[src/rtl/store_buffer_lsu.sv]
// rtl/store_buffer_lsu.sv - store buffer and load path in front of the MEM-stage data memory
// Optional store-to-load forwarding is compiled in with `define STORE_FORWARD_EN.
module store_buffer_lsu #(
  parameter int DEPTH = 4,
  parameter int AW    = 64,
  parameter int DW    = 64
) (
  input  logic                     clk,
  input  logic                     rst,
  input  logic                     st_valid,
  output logic                     st_ready,
  input  logic [AW-1:0]            st_addr,
  input  logic [DW-1:0]            st_data,
  input  logic [1:0]               st_size,
  input  logic                     ld_valid,
  input  logic [AW-1:0]            ld_addr,
  input  logic [1:0]               ld_size,
  input  logic                     ld_signed,
  output logic [DW-1:0]            ld_data,
  output logic                     ld_stall,
  output logic [AW-1:0]            mem_adr,
  output logic [DW-1:0]            mem_datain,
  output logic                     mem_w,
  output logic                     mem_r,
  input  logic [DW-1:0]            mem_dataout,
  output logic                     sb_empty,
  output logic [$clog2(DEPTH):0]   sb_count
);
  localparam int PW = $clog2(DEPTH);
  localparam int CW = PW + 1;

  logic [AW-1:0]    e_addr [DEPTH];
  logic [DW-1:0]    e_data [DEPTH];
  logic [1:0]       e_size [DEPTH];
  logic [DEPTH-1:0] e_valid;
  logic [PW-1:0]    wr_ptr, rd_ptr;
  logic [CW-1:0]    count;
  logic [AW-1:0]    last_adr;

  logic [DEPTH-1:0] hit_vec;
  logic             any_hit, accept, do_load, do_drain, fwd_ok;
  logic [DW-1:0]    fwd_data;

  function automatic logic [AW-1:0] nbytes(input logic [1:0] sz);
    nbytes = AW'(1) << sz;
  endfunction

  function automatic logic [DW-1:0] extend(input logic [DW-1:0] d, input logic [1:0] sz, input logic sg);
    case (sz)
      2'b00:   extend = {{56{sg & d[7]}},  d[7:0]};
      2'b01:   extend = {{48{sg & d[15]}}, d[15:0]};
      2'b10:   extend = {{32{sg & d[31]}}, d[31:0]};
      default: extend = d;
    endcase
  endfunction

  function automatic logic [DW-1:0] merge(input logic [DW-1:0] m, input logic [DW-1:0] d, input logic [1:0] sz);
    case (sz)
      2'b00:   merge = {m[63:8],  d[7:0]};
      2'b01:   merge = {m[63:16], d[15:0]};
      2'b10:   merge = {m[63:32], d[31:0]};
      default: merge = d;
    endcase
  endfunction

  assign st_ready = (count < CW'(DEPTH));
  assign sb_empty = (count == '0);
  assign sb_count = count;
  assign accept   = st_valid && st_ready;

  // Byte-range overlap of the load against every entry valid at the start of the cycle.
  always_comb begin
    hit_vec = '0;
    for (int i = 0; i < DEPTH; i++) begin
      hit_vec[i] = e_valid[i] &&
                   (ld_addr < e_addr[i] + nbytes(e_size[i])) &&
                   (e_addr[i] < ld_addr + nbytes(ld_size));
    end
  end
  assign any_hit = ld_valid && (|hit_vec);

`ifdef STORE_FORWARD_EN
  logic [PW-1:0] fwd_idx;
  // Forwarding needs exactly one overlapping entry, which is then also the youngest one.
  always_comb begin
    fwd_idx = '0;
    for (int i = 0; i < DEPTH; i++) begin
      if (hit_vec[i]) fwd_idx = PW'(i);
    end
  end
  assign fwd_ok   = any_hit && $onehot(hit_vec) &&
                    (e_addr[fwd_idx] == ld_addr) && (e_size[fwd_idx] >= ld_size);
  assign fwd_data = e_data[fwd_idx];
`else
  assign fwd_ok   = 1'b0;
  assign fwd_data = '0;
`endif

  // Memory port arbitration: a clean load wins, otherwise drain the oldest entry.
  always_comb begin
    do_load    = 1'b0;
    do_drain   = 1'b0;
    ld_stall   = 1'b0;
    mem_r      = 1'b0;
    mem_w      = 1'b0;
    mem_adr    = last_adr;
    mem_datain = '0;
    if (!rst) begin
      do_load  = ld_valid && !st_valid && !any_hit;
      do_drain = (count != '0) && (!ld_valid || any_hit);
      ld_stall = ld_valid && (st_valid || (any_hit && !fwd_ok));
      if (do_load) begin
        mem_r   = 1'b1;
        mem_adr = ld_addr;
      end else if (do_drain) begin
        mem_r      = 1'b1;
        mem_w      = 1'b1;
        mem_adr    = e_addr[rd_ptr];
        mem_datain = merge(mem_dataout, e_data[rd_ptr], e_size[rd_ptr]);
      end
    end
  end

  // Load result: size-extracted and extended, zero whenever the load does not complete.
  always_comb begin
    ld_data = '0;
    if (!rst && ld_valid && !ld_stall) begin
      ld_data = fwd_ok ? extend(fwd_data, ld_size, ld_signed)
                       : extend(mem_dataout, ld_size, ld_signed);
    end
  end

  // Buffer state: pointers, occupancy, entry payload and the held memory address.
  always_ff @(posedge clk or posedge rst) begin
    if (rst) begin
      wr_ptr   <= '0;
      rd_ptr   <= '0;
      count    <= '0;
      e_valid  <= '0;
      last_adr <= '0;
      for (int i = 0; i < DEPTH; i++) begin
        e_addr[i] <= '0;
        e_data[i] <= '0;
        e_size[i] <= '0;
      end
    end else begin
      last_adr <= mem_adr;
      if (accept) begin
        e_valid[wr_ptr] <= 1'b1;
        e_addr[wr_ptr]  <= st_addr;
        e_data[wr_ptr]  <= st_data;
        e_size[wr_ptr]  <= st_size;
        wr_ptr          <= wr_ptr + PW'(1);
      end
      if (do_drain) begin
        e_valid[rd_ptr] <= 1'b0;
        rd_ptr          <= rd_ptr + PW'(1);
      end
      case ({accept, do_drain})
        2'b10:   count <= count + CW'(1);
        2'b01:   count <= count - CW'(1);
        default: count <= count;
      endcase
    end
  end
endmodule
[config.mk]
export PLATFORM = sky130hd
export DESIGN_NAME = store_buffer_lsu
export DESIGN_NICKNAME = d
export VERILOG_FILES = /design/src/rtl/store_buffer_lsu.sv
export SDC_FILE = /design/constraint.sdc
export NUM_CORES = 2
export LEC_CHECK = 0
export CORE_MARGIN = 2
export CORE_UTILIZATION = 25
export CTS_CLUSTER_DIAMETER = 50
export CTS_CLUSTER_SIZE = 10
export DETAILED_ROUTE_END_ITERATION = 10
export PLACE_DENSITY = 0.43
export SETUP_SLACK_MARGIN = 0.05
export SKIP_LAST_GASP = 1
export SLEW_MARGIN = 20
export SYNTH_ARGS = -nofsm -noshare
export SYNTH_HDL_FRONTEND = slang
export SYNTH_SLANG_ARGS = --single-unit
[constraint.sdc]
create_clock -name clk -period 33.8 [get_ports clk]
set_input_delay 5.07 -clock clk [delete_from_list [all_inputs] [get_ports clk]]
set_output_delay 5.07 -clock clk [all_outputs]
set_load 0.01 [all_outputs]
==> flow_summary_export.csv <==
group,metric,value,unit
layout,areaGrowthSynthToFinish,25.1,%
setup_path,cp_num_cells,29,
yosys,yosysWarnings,0,
yosys,avgSynthCellArea,10.7,um^2
floorplan,core_area,0.174,mm^2
timing,finalSetupViolations,0,
yosys,synth_flop_cell,"dfrtp_1",
yosys,synth_cells,4111,
placement,port_buffers,464,
power_and_ir_drop,leakage,22.7,nW
timing,finalWorstSetupSlack,13.73,ns
cts,ctsHoldBuffers,0,
global_route,grt_pass1_wl,248000,um
setup_path,critical_path.max_stage_delay,0.87,ns
setup_path,start_kind,"input pin",
setup_path,reg2reg_to,"last_adr[0]",
floorplan,die_h,424,um
cts,cts_tree,"built",
setup_path,crit_fanout,43,
setup_path,setup.worst_path.end,"mem_adr[34]",
yosys,synth_top_family_by_area,"multiplexers",
cts,cts-root-buf,"clkbuf_16",
routing,dr.pass1.iters,5,
setup_path,cp.arrival,15.00,ns
yosys,synth_cell_type_count,73,
cts,postCtsSetupBuffers,0,
layout,layout_common_cells,"593 x dfrtp_1, 533 x ha_1, 520 x mux2_2",
global_route,grt_pass1_vias,36100,
yosys,synth_edf_count,0,
cts,cts_sinks,595,
power_and_ir_drop,power_frac_seq,30.1,%
hold_path,whs_path_depth,1,
yosys,syn-num-nets,4915,
setup_path,critPathBufInv,5,
yosys,seq_area_frac_synth,33.8,%
timing,drv_slew,0,
yosys,yosysTopAreaCell,"dfrtp_1",
placement,dp.cells,6817,
timing,tns,0,ns
cts,cts.clk_slew.worst_paths,0.05,ns
placement,place.gp.congestion,0.887,
setup_path,rrSetupSlack,24.28,ns
global_route,grt_antenna_before_repair,25,
status,outcome,"complete, no violations",
setup_path,r2r_start,"e_addr[203]",
cts,cts_buffer_depth,3,
global_route,grt_max_degree,104,
power_and_ir_drop,swShare,41.4,%
layout,drive_above_1_share,20.4,%
placement,hpwlAfterDp,127000,um
timing,period_share,59.4,%
setup_path,cp_slowest_cell,"or2_4",
power_and_ir_drop,combPwrFrac,49.2,%
power_and_ir_drop,switchingPower,2.12,mW
timing,fmax,0.0498,GHz
floorplan,ios,465,
setup_path,cpMostUsedCell,"nor2_1",
floorplan,die-area,0.179,mm^2
flow_run,cap_violations,0,
timing,rsz0062_at_grt,"false",
layout,final_nets,5397,
timing,min_period,20.07,ns
timing,slew_headroom,25.7,%
timing,hold_violations,0,
global_route,grt_usage,18.5,%
yosys,synth.area.top_cells,"dfrtp_1 34%, ha_1 15%, mux2_2 13%",
yosys,ys_ff_latch,595,
power_and_ir_drop,power_density,93.3,mW/mm^2
setup_path,crit_required,28.73,ns
power_and_ir_drop,power,5.14,mW
yosys,synth-simple-area-share,11.9,%
yosys,syn_area,0.0440,mm^2
floorplan,initial_core_util,25.2,%
setup_path,crit_start,"ld_size[0]",
cts,cts_buffers,99,
global_route,grt_overflow,0,
layout,fin_util,31.6,%
yosys,post_synth_xor_area_fraction,6.27,%
setup_path,endpoint_kind,"output pin",
power_and_ir_drop,vdd_ir_drop_max,0.0489,mV
routing,vias,34900,
routing,drt_iter0_drc,1828,
floorplan,rows,153,
routing,via_per_inst,4.98,
yosys,yosysTopAreaCellShare,33.8,%
routing,drt_wl_total,168000,um
layout,nFillCells,17900,
yosys,synthMuxAreaShare,20.5,%
power_and_ir_drop,internal_power,3.01,mW
routing,drc_errors,0,
cts,clock_latency,0.73,ns
layout,final_cells,7002,
cts,cts_resized,0,
yosys,async_flop_share,100,%
timing,tightest_slew,1.10,ns
yosys,synthAdderAreaFrac,15.4,%
layout,mostFrequentLayoutCell,"dfrtp_1",
hold_path,hp-class,"reg -> reg",
setup_path,ff2ff_path_depth,23,
timing,finClkSkew,0.0255,ns
placement,dp_slack,13.69,ns
setup_path,crit_type,"in -> out",
yosys,synth_compound_gate_area_share,9.57,%
setup_path,cp_top_family,"simple AND/OR/NAND/NOR gates",
cts,cts-htree-levels,3,
power_and_ir_drop,clkPwrFrac,20.8,%
floorplan,die_x,424,um
routing,detail_route.wl_per_cell,24.1,um
routing,ant_nets,0,
-- logic make-up after synthesis --
kind of cell,Yosys count
compound gates,659
xor+xnor,315
fa+ha+maj,539
buf+inv,274
flops,595
mux,676
simple gates,1053
-- stage by stage --
step / hold slack [ns] / area, um^2
2_1_floorplan: 0.474 / 44000
3_3_place_gp: 0.481 / 51500
3_5_place_dp: 0.487 / 51500
4_1_cts: 0.500 / 55000
5_1_grt: 0.504 / 55000
6_report: 0.496 / 55000
-- power groups by stage --
stage	combinational [mW]	clock, mW	sequential (mW)
after floorplan	1.74	0	1.33
after global placement	2.53	0	1.55
after detailed placement	2.56	0	1.55
after CTS	2.57	1.10	1.54
after global routing	2.80	1.13	1.60
final	2.52	1.07	1.54
-- flip-flops by register name, summed over array words and instances (netlist names) --
name      count
e_addr      256
e_valid       4
last_adr     64
wr_ptr        2
sb_count      3
e_data      256
rd_ptr        2
e_size        8
-- cells in the mapped netlist (all sizes together), types with 43 or more instances --
master and count:
xnor2 114, nor2 198, inv 129, o21ai 155, mux2 520, nor3 43, dfrtp 595, a21oi 239
nand4 130, xor2 201, nand3 146, nand2 314, clkbuf 111, mux4 130, a21o 62, ha 533
a22oi 65, and3 55
-- per-layer routing --
metal  global-route usage (%)  routed length [um]  up-vias
li1                         -                   -    16300
met3                     3.15                7430      209
met5                        0                 142        -
met2                     32.2               83000      773
met1                     23.7               74200    17600
met4                     4.59                3670       22
-- area by class of cell --
type	count	area, um^2	area share (%)
multi-input cells	3242	28100	51.0
flip-flops and latches	595	14900	27.1
well taps	2325	2910	5.29
clock inverters	60	802	1.46
inverters	129	493	0.896
clock buffers	120	2700	4.90
diodes	5	12.5	0.0227
repair buffers	526	5130	9.33
-- worst min-delay path by stage --
stage,slack [ns],end,from
after global routing,0.50,e_data[76],e_data[76]
after floorplan,0.47,e_data[100],e_data[100]
after detailed placement,0.49,e_data[115],e_data[115]
after CTS,0.50,e_data[113],e_data[113]
after global placement,0.48,e_data[76],e_data[76]
final,0.50,e_data[115],e_data[115]
Note: power is estimated with default switching activity, not from simulation.
